==> config.mk <==
export PLATFORM = sky130hd
export DESIGN_NAME = arcade_analog_emu_flat
export DESIGN_NICKNAME = d
export VERILOG_FILES = /design/src/rtl/arcade_analog_emu_if.sv /design/src/rtl/arcade_analog_emu.sv /design/src/flat_wrapper.sv
export SDC_FILE = /design/constraint.sdc
export NUM_CORES = 1
export LEC_CHECK = 0
export CAP_MARGIN = 10
export CORE_UTILIZATION = 55
export CTS_CLUSTER_SIZE = 30
export DETAILED_ROUTE_END_ITERATION = 6
export GPL_TIMING_DRIVEN = 1
export PLACE_DENSITY = 0.84
export SYNTH_ARGS = -nofsm -noshare
export SYNTH_HDL_FRONTEND = slang
export SYNTH_SLANG_ARGS = --single-unit
export TNS_END_PERCENT = 5
==> constraint.sdc <==
create_clock -name clk_sys -period 6.2 [get_ports clk_sys]
set_input_delay 1.24 -clock clk_sys [delete_from_list [all_inputs] [get_ports clk_sys]]
set_output_delay 1.24 -clock clk_sys [all_outputs]
set_load 0.02 [all_outputs]
==> src/rtl/arcade_analog_emu_if.sv <==
// Input-mux side bundle for arcade_analog_emu: frame sync, buttons, modes, analog samples
// and the resulting per-channel positions.
interface arcade_analog_emu_if #(
    parameter int unsigned CHANNELS = 2,
    parameter int unsigned WIDTH    = 8
);
    logic                      vsync;
    logic [CHANNELS-1:0]       btn_plus;
    logic [CHANNELS-1:0]       btn_minus;
    logic [2*CHANNELS-1:0]     mode;
    logic [WIDTH*CHANNELS-1:0] analog_in;
    logic [WIDTH*CHANNELS-1:0] value_out;
    logic [CHANNELS-1:0]       moving;

    modport master (
        output vsync, btn_plus, btn_minus, mode, analog_in,
        input  value_out, moving
    );

    modport slave (
        input  vsync, btn_plus, btn_minus, mode, analog_in,
        output value_out, moving
    );
endinterface

==> src/rtl/arcade_analog_emu.sv <==
// Per-frame button-to-analog position emulator: accelerated stepping with spring-return,
// hold, wrap (spinner) and direct analog passthrough per channel.
module arcade_analog_emu #(
    parameter int unsigned      CHANNELS     = 2,
    parameter int unsigned      WIDTH        = 8,
    parameter logic [WIDTH-1:0] CENTER       = 8'h80,
    parameter logic [WIDTH-1:0] VMIN         = 8'h00,
    parameter logic [WIDTH-1:0] VMAX         = 8'hFF,
    parameter int unsigned      STEP_BASE    = 2,
    parameter int unsigned      STEP_MAX     = 16,
    parameter int unsigned      ACCEL_FRAMES = 8,
    parameter int unsigned      RETURN_STEP  = 4
) (
    input logic                clk_sys,
    input logic                RESET,
    arcade_analog_emu_if.slave bus
);
    typedef enum logic [1:0] {
        M_SPRING = 2'b00,
        M_HOLD   = 2'b01,
        M_WRAP   = 2'b10,
        M_ANALOG = 2'b11
    } mode_e;

    // Two guard bits so VMAX+step and VMIN-step are both representable before clamping.
    localparam int unsigned AW = WIDTH + 2;
    localparam logic signed [AW-1:0] L_VMIN   = $signed({2'b00, VMIN});
    localparam logic signed [AW-1:0] L_VMAX   = $signed({2'b00, VMAX});
    localparam logic signed [AW-1:0] L_CENTER = $signed({2'b00, CENTER});
    localparam logic signed [AW-1:0] L_RET    = AW'(RETURN_STEP);
    localparam logic [AW-1:0]        L_BASE   = AW'(STEP_BASE);
    localparam logic [AW-1:0]        L_SMAX   = AW'(STEP_MAX);
    localparam logic [7:0]           L_ACCEL  = 8'(ACCEL_FRAMES);

    logic                r_vsync_d;
    logic                r_tick;
    logic [WIDTH-1:0]    r_val      [CHANNELS];
    logic [CHANNELS-1:0] r_moving;
    logic [AW-1:0]       r_step     [CHANNELS];
    logic [7:0]          r_cnt      [CHANNELS];
    logic [1:0]          r_dir_prev [CHANNELS];
    mode_e               r_mode_q   [CHANNELS];

    logic [1:0]          w_dir      [CHANNELS];
    mode_e               w_mode     [CHANNELS];
    logic [WIDTH-1:0]    w_analog   [CHANNELS];
    logic                w_fresh    [CHANNELS];
    logic [AW-1:0]       w_step_use [CHANNELS];
    logic [AW-1:0]       w_step_nxt [CHANNELS];
    logic [7:0]          w_cnt_nxt  [CHANNELS];
    logic signed [AW-1:0] w_cur     [CHANNELS];
    logic signed [AW-1:0] w_sum     [CHANNELS];
    logic signed [AW-1:0] w_dn      [CHANNELS];
    logic signed [AW-1:0] w_up      [CHANNELS];
    logic [WIDTH-1:0]    w_clamp    [CHANNELS];
    logic [WIDTH-1:0]    w_ret      [CHANNELS];
    logic [WIDTH-1:0]    w_val_nxt  [CHANNELS];

    always_comb begin
        for (int unsigned ch = 0; ch < CHANNELS; ch++) begin
            // dir encoding: 01 = increase, 10 = decrease, 00 = none (both or neither pressed)
            w_dir[ch]    = {bus.btn_minus[ch] & ~bus.btn_plus[ch],
                            bus.btn_plus[ch]  & ~bus.btn_minus[ch]};
            w_mode[ch]   = mode_e'(bus.mode[2*ch +: 2]);
            w_analog[ch] = bus.analog_in[WIDTH*ch +: WIDTH];

            // A press that starts, reverses or follows a mode switch always moves by STEP_BASE.
            w_fresh[ch]    = (w_dir[ch] == 2'b00) || (w_dir[ch] != r_dir_prev[ch]) ||
                             (w_mode[ch] != r_mode_q[ch]);
            w_step_use[ch] = w_fresh[ch] ? L_BASE : r_step[ch];

            w_cnt_nxt[ch]  = '0;
            w_step_nxt[ch] = L_BASE;
            if (!w_fresh[ch]) begin
                if (r_cnt[ch] + 8'd1 >= L_ACCEL) begin
                    w_step_nxt[ch] = ((r_step[ch] << 1) > L_SMAX) ? L_SMAX : (r_step[ch] << 1);
                end else begin
                    w_cnt_nxt[ch]  = r_cnt[ch] + 8'd1;
                    w_step_nxt[ch] = r_step[ch];
                end
            end

            w_cur[ch] = $signed({2'b00, r_val[ch]});
            w_sum[ch] = w_dir[ch][0] ? w_cur[ch] + $signed(w_step_use[ch])
                                     : w_cur[ch] - $signed(w_step_use[ch]);
            w_clamp[ch] = (w_sum[ch] < L_VMIN) ? VMIN :
                          (w_sum[ch] > L_VMAX) ? VMAX : w_sum[ch][WIDTH-1:0];

            w_dn[ch] = w_cur[ch] - L_RET;
            w_up[ch] = w_cur[ch] + L_RET;
            if (w_cur[ch] > L_CENTER) begin
                w_ret[ch] = (w_dn[ch] < L_CENTER) ? CENTER : w_dn[ch][WIDTH-1:0];
            end else begin
                w_ret[ch] = (w_up[ch] > L_CENTER) ? CENTER : w_up[ch][WIDTH-1:0];
            end

            case (w_mode[ch])
                M_SPRING: w_val_nxt[ch] = (w_dir[ch] != 2'b00) ? w_clamp[ch] : w_ret[ch];
                M_HOLD:   w_val_nxt[ch] = (w_dir[ch] != 2'b00) ? w_clamp[ch] : r_val[ch];
                M_WRAP:   w_val_nxt[ch] = (w_dir[ch] != 2'b00) ? w_sum[ch][WIDTH-1:0] : r_val[ch];
                default:  w_val_nxt[ch] = w_analog[ch];
            endcase
        end
    end

    always_ff @(posedge clk_sys) begin
        if (RESET) begin
            r_vsync_d <= 1'b0;
            r_tick    <= 1'b0;
            r_moving  <= '0;
            for (int unsigned ch = 0; ch < CHANNELS; ch++) begin
                r_val[ch]      <= CENTER;
                r_step[ch]     <= L_BASE;
                r_cnt[ch]      <= '0;
                r_dir_prev[ch] <= '0;
                r_mode_q[ch]   <= M_SPRING;
            end
        end else begin
            r_vsync_d <= bus.vsync;
            r_tick    <= bus.vsync & ~r_vsync_d;
            for (int unsigned ch = 0; ch < CHANNELS; ch++) begin
                r_mode_q[ch] <= w_mode[ch];
                if (w_mode[ch] == M_ANALOG || r_tick) begin
                    r_val[ch]    <= w_val_nxt[ch];
                    r_moving[ch] <= (w_val_nxt[ch] != r_val[ch]);
                end
                if (w_mode[ch] == M_ANALOG || (!r_tick && w_mode[ch] != r_mode_q[ch])) begin
                    r_step[ch]     <= L_BASE;
                    r_cnt[ch]      <= '0;
                    r_dir_prev[ch] <= '0;
                end else if (r_tick) begin
                    r_step[ch]     <= w_step_nxt[ch];
                    r_cnt[ch]      <= w_cnt_nxt[ch];
                    r_dir_prev[ch] <= w_dir[ch];
                end
            end
        end
    end

    always_comb begin
        bus.value_out = '0;
        for (int unsigned ch = 0; ch < CHANNELS; ch++) begin
            bus.value_out[WIDTH*ch +: WIDTH] = r_val[ch];
        end
    end

    assign bus.moving = r_moving;
endmodule

==> src/flat_wrapper.sv <==
// flat-port wrapper written by rule: the top's interface ports become plain ports
module arcade_analog_emu_flat 
#(
    parameter int unsigned      CHANNELS     = 2,
    parameter int unsigned      WIDTH        = 8,
    parameter logic [WIDTH-1:0] CENTER       = 8'h80,
    parameter logic [WIDTH-1:0] VMIN         = 8'h00,
    parameter logic [WIDTH-1:0] VMAX         = 8'hFF,
    parameter int unsigned      STEP_BASE    = 2,
    parameter int unsigned      STEP_MAX     = 16,
    parameter int unsigned      ACCEL_FRAMES = 8,
    parameter int unsigned      RETURN_STEP  = 4
)
  (clk_sys, RESET, bus_vsync, bus_btn_plus, bus_btn_minus, bus_mode, bus_analog_in, bus_value_out, bus_moving);
  arcade_analog_emu_if #(.CHANNELS(CHANNELS), .WIDTH(WIDTH)) bus_i ();
  input logic clk_sys;
  input logic RESET;
  input wire logic [$bits(bus_i.vsync)-1:0] bus_vsync;
  input wire logic [$bits(bus_i.btn_plus)-1:0] bus_btn_plus;
  input wire logic [$bits(bus_i.btn_minus)-1:0] bus_btn_minus;
  input wire logic [$bits(bus_i.mode)-1:0] bus_mode;
  input wire logic [$bits(bus_i.analog_in)-1:0] bus_analog_in;
  output wire logic [$bits(bus_i.value_out)-1:0] bus_value_out;
  output wire logic [$bits(bus_i.moving)-1:0] bus_moving;
  assign bus_i.vsync = bus_vsync;
  assign bus_i.btn_plus = bus_btn_plus;
  assign bus_i.btn_minus = bus_btn_minus;
  assign bus_i.mode = bus_mode;
  assign bus_i.analog_in = bus_analog_in;
  assign bus_value_out = bus_i.value_out;
  assign bus_moving = bus_i.moving;
  arcade_analog_emu #(.CHANNELS(CHANNELS), .WIDTH(WIDTH), .CENTER(CENTER), .VMIN(VMIN), .VMAX(VMAX), .STEP_BASE(STEP_BASE), .STEP_MAX(STEP_MAX), .ACCEL_FRAMES(ACCEL_FRAMES), .RETURN_STEP(RETURN_STEP)) u_core (.clk_sys(clk_sys), .RESET(RESET), .bus(bus_i));
endmodule
; Word level (Yosys, flattened, before mapping)
; Memories as Yosys holds them, arrays and structs flattened.
; Cells that the tools add are included.
; Widths: inputs -> output; s select.
[op_classes]
n_addsub = 10
order_cmp = 14
n_eq_ne = 12
muxes = 70
n_bitwise = 26
reduce_logical = 17
[op_table]
columns = operator, count
row1 = $mux 8, 26
row2 = $mux 10, 14
row3 = $pmux 8 s3, 2
row4 = $gt 10x9->1 const B, 4
row5 = $mux 1, 22
row6 = $add 9x10->10, 2
row7 = $gt 10x5->1 const B, 2
row8 = $lt 10x1->1 const B, 2
row9 = $lt 10x9->1 const B, 2
row10 = $sub 9x10->10, 2
row11 = $add 8x3->9 const B, 2
row12 = $sub 8x3->9 const B, 2
row13 = $add 8x1->8 const B, 2
row14 = $ge 8x4->1 const B, 2
row15 = $gt 8x8->1 const B, 2
row16 = $ne 8x8->1, 2
row17 = $or 1x1->1, 16
row18 = $mux 2, 6
row19 = $eq 2x2->1 const B, 4
row20 = $logic_not 2->1, 4
row21 = $logic_or 1x1->1, 8
row22 = $ne 2x2->1, 4
row23 = $and 1x1->1, 5
row24 = $not 1->1, 5
row25 = 4 further kinds, 7
[totals]
reg_bits = 4
ramBits = 60
inputBits = 27
out_inout_bits = 18
word_cells = 158
mem_count = 5
[memory_table]
columns = memory, depth, word_bits, read_ports, rd_clocked_by_memory_dff, wr, line
row1 = u_core.r_step, 2, 10, 2, 0, 2, arcade_analog_emu.sv:39  ; logic [AW-1:0] r_step [CHANNELS];
row2 = u_core.r_cnt, 2, 8, 2, 0, 2, arcade_analog_emu.sv:40  ; logic [7:0] r_cnt [CHANNELS];
row3 = u_core.r_val, 2, 8, 2, 0, 2, arcade_analog_emu.sv:37  ; logic [WIDTH-1:0] r_val [CHANNELS];
row4 = u_core.r_dir_prev, 2, 2, 2, 0, 2, arcade_analog_emu.sv:41  ; logic [1:0] r_dir_prev [CHANNELS];
row5 = u_core.r_mode_q, 2, 2, 2, 0, 2, arcade_analog_emu.sv:42  ; mode_e r_mode_q [CHANNELS];

; Logic depth before layout (Yosys ltp)
[depth]
depth_word = 14
depth_mapped = 23
mapped_depth_nobuf = 22

; Worst setup path before layout
; OpenSTA, ideal clock, no wires.
[synth_timing]
path_kind = in2reg
startpoint = input port bus_btn_minus[0]
endpoint = register u_core.r_moving[0], in the netlist u_core.bus.moving[0]
setup_time_ps = 120
arrival_ps = 5458
required_time_ps = 6080
setup_slack_ps = 623
cell_stages = 22
n_path_buf = 2
path_cell_list = inv_1 > ha_1 > buf_6 > xnor2_2 > nand4_2 > nor2_1 > clkbuf_1 > nand2_1 > ha_1 > nor2_1 > nor2_1 > a311oi_1 > ha_1 > and3_1 > a221o_1 > nand3_2 > xnor2_4 > o21ai_2 > o32ai_2 > xnor2_1 > nand4_1 > o31a_1
[synth_lines]
columns = element, line
row1 = start: declaration, flat_wrapper.sv:20  ; input wire logic [$bits(bus_i.btn_minus)-1:0] bus_btn_minus;
row2 = end signal: indexed assignment, arcade_analog_emu.sv:125  ; r_moving[ch] <= (w_val_nxt[ch] != r_val[ch]);
row3 = end: declaration, arcade_analog_emu.sv:38  ; logic [CHANNELS-1:0] r_moving;

==> results_dict.tcl <==
set metrics [dict create \
    cts_max_path_buffers 2 \
    diodes 0 \
    synth_edf_count 54 \
    cts_made_buffers 9 \
    powerDensity_mw_per_mm2 236 \
    cp_cell_sequence "clkdlybuf4s50_1 > inv_1 > ha_1 > xor2_1 > nor3_4 > and2_4 > nand2_1 > ha_1 > nor2b_1 > a31o_2 > inv_1 > fa_1 > nand3b_1 > a21oi_1 > o21ai_0 > a222oi_1 > xnor2_2 > nor2_4 > a21oi_2 > a211oi_2 > nor4b_2 > a31oi_1" \
    post-route-drc-count 0 \
    rsz0062_at_grt "no" \
    initial_core_util_pct 56.4 \
    ys_async_sr_fraction_pct 0 \
    cts_setup_buffers 0 \
    clock-sinks 62 \
    critical_path_buf_inv_count 3 \
    finalHoldViolations 0 \
    fmax_mhz 174 \
    synthCells 721 \
    period_needed_ns 5.76 \
    cts_tree "yes" \
    routabilityCongestion 0.967 \
    wl_um 16300 \
    drtIter0Drc 465 \
    ios 45 \
    synth.avg_cell_area_um2 8.44 \
    coreArea_mm2 0.0108 \
    dr_wl_met3_um 1280 \
    outcome "completed" \
    cts.repair.resized 0 \
    grt_pass1_vias 5471 \
    wl_per_cell_um 17.9 \
    critPathCaptureType "flop" \
    insertion_delay_ns 0.35 \
    dr.pass1.iters 5 \
    synth.top_cell.area_share_pct 26.7 \
    worst_path_max_delay_cell "clkdlybuf4s50_1" \
    hp-class "flop to flop" \
    holdPathStages 1 \
    port_buffers 44 \
    synth_warnings 0 \
    dp_hpwl_um 12000 \
    antenna_found_initial 0 \
    drive_gt1_share_pct 8.57 \
    rows 38 \
    ys_ff_latch 62 \
    dp_worst_setup_slack_ns 0.0797 \
    wl_met1_um 6450 \
    r2r_cells 19 \
    cp.required_ns 6.42 \
    path_class "input pin to flop" \
    grt_max_degree 30 \
    final_max_slew_viol_count 0 \
    rrSetupSlack_ns 1.66 \
    yosysUniqueCellTypes 93 \
    final_util_pct 64.2 \
    die_h_um 107 \
    ant_nets 0 \
    ys_top_cells_by_area "edfxtp_1 (27%), ha_1 (7.4%), nor2_1 (4.5%)" \
    overflow 0 \
    critical_path.top_delay_family "compound AO/OA/AOI/OAI gates" \
    crit_arrival_ns 5.98 \
    setup_viol 0 \
    critPathMaxFanout 13 \
    period_share_pct 92.9 \
    power_leakage_nw 2.72 \
    worst_pin_slew_ns 0.875 \
    htreeDepth 3 \
    met2_length_um 8050 \
    critPathLaunchType "input pin" \
    yosys-top-cells-count "nor2_1 (73), nand2_1 (61), edfxtp_1 (54)" \
    cap_viol_max_count 0 \
    yosys.area.top_type "edfxtp_1" \
    setup_tns_ns 0 \
    skew_ns 0.0155 \
    cts_hold_buffers 0 \
    top_layer_used "met4" \
    fp.dieW_um 107 \
    cp.depth 22 \
    num-nets-final 830 \
    slowest_delay_ns 0.49 \
    area_growth_pct 13.9 \
    ys.flop_type "edfxtp_1" \
    layout_setup_ws_ns 0.442 \
    synth_area_mm2 0.00608 \
    viasPerCell 6.37 \
    ctsRootBufferMaster "clkbuf_8" \
    grt_pass1_wl_um 26300 \
    vias 5800 \
    ir_drop_mv 0.143 \
    yosysSeqAreaShare_pct 29.3 \
    yosysMostFrequentCell "nor2_1" \
    slew_headroom_pct 41.7 \
    path_clk_slew_ns 0.09 \
    gr-usage-all-layers_pct 29.0 \
    die-area_mm2 0.0115 \
]
[path summary, 6_finish.rpt]
path | endpoint | from
worst max-delay path | u_core.bus.moving[1] | bus_btn_plus[1]
worst min-delay path | u_core.r_tick | u_core.r_vsync_d
worst max register to register | u_core.bus.moving[1] | u_core.r_dir_prev[1][1]
worst min register to register | u_core.r_tick | u_core.r_vsync_d
[state kept, by name, summed over array words and instances, names as in the netlist]
| register | count |
|---|---|
| u_core.r_step | 18 |
| u_core.r_cnt | 16 |
| u_core.r_dir_prev | 4 |
| u_core.r_mode_q | 4 |
| u_core.r_val | 16 |
| u_core.r_vsync_d | 1 |
| u_core.r_tick | 1 |
| u_core.bus.moving | 2 |
[cell families after synthesis]
family,count (synthesis),share of synthesized area [%]
compound gates,210,24.0
xor+xnor,41,6.95
fa+ha+maj,38,8.06
buf+inv,82,5.55
flops,62,29.3
mux,13,2.24
other cells,1,0.0617
simple gates,274,23.8
[cells in the final DEF (no fill, tap or decap), types with 9 or more instances in the layout]
cell type         n
a21o_1            9
a21oi_1          47
a31oi_1          11
and2_1           15
and3_1           15
buf_4            12
clkbuf_8          9
clkdlybuf4s50_1  44
conb_1           20
edfxtp_1         54
ha_1             36
inv_1            37
mux2i_1          11
nand2_1          61
nand3_1          15
nor2_1           73
nor2b_1          12
nor3_1           22
o211ai_1         12
o21ai_0          39
xnor2_1          23
xor2_1           10
[report_power, final]
part           switching, mW  internal [mW]
clock                  0.187          0.274
combinational          0.356          0.259
sequential            0.0713          0.489
total                  0.614           1.02
[routing by layer]
metal,vias up,track usage (%)
li1,2745,-
met5,-,0
met4,0,12.9
met1,2705,34.8
met3,55,4.86
met2,295,50.7
[per-stage QoR]
stage | cell area [um2] | cells | hold WS [ns] | total power, mW
after floorplan | 6150 | 740 | 0.367 | 0.997
after global placement | 6670 | 894 | 0.378 | 1.15
after detailed placement | 6670 | 894 | 0.420 | 1.17
after CTS | 6920 | 910 | 0.432 | 1.62
after global routing | 6930 | 910 | 0.452 | 1.71
final | 6930 | 910 | 0.430 | 1.64
[area by class of cell]
class                   count  area (um2)
multi-input cells         596        4040
inverters                  40         150
repair buffers             56         531
well taps                 140         175
flip-flops and latches     62        1780
fillers                   902        3860
clock buffers               9         124
clock inverters             7         128
Note: power is estimated with default switching activity, not from simulation.
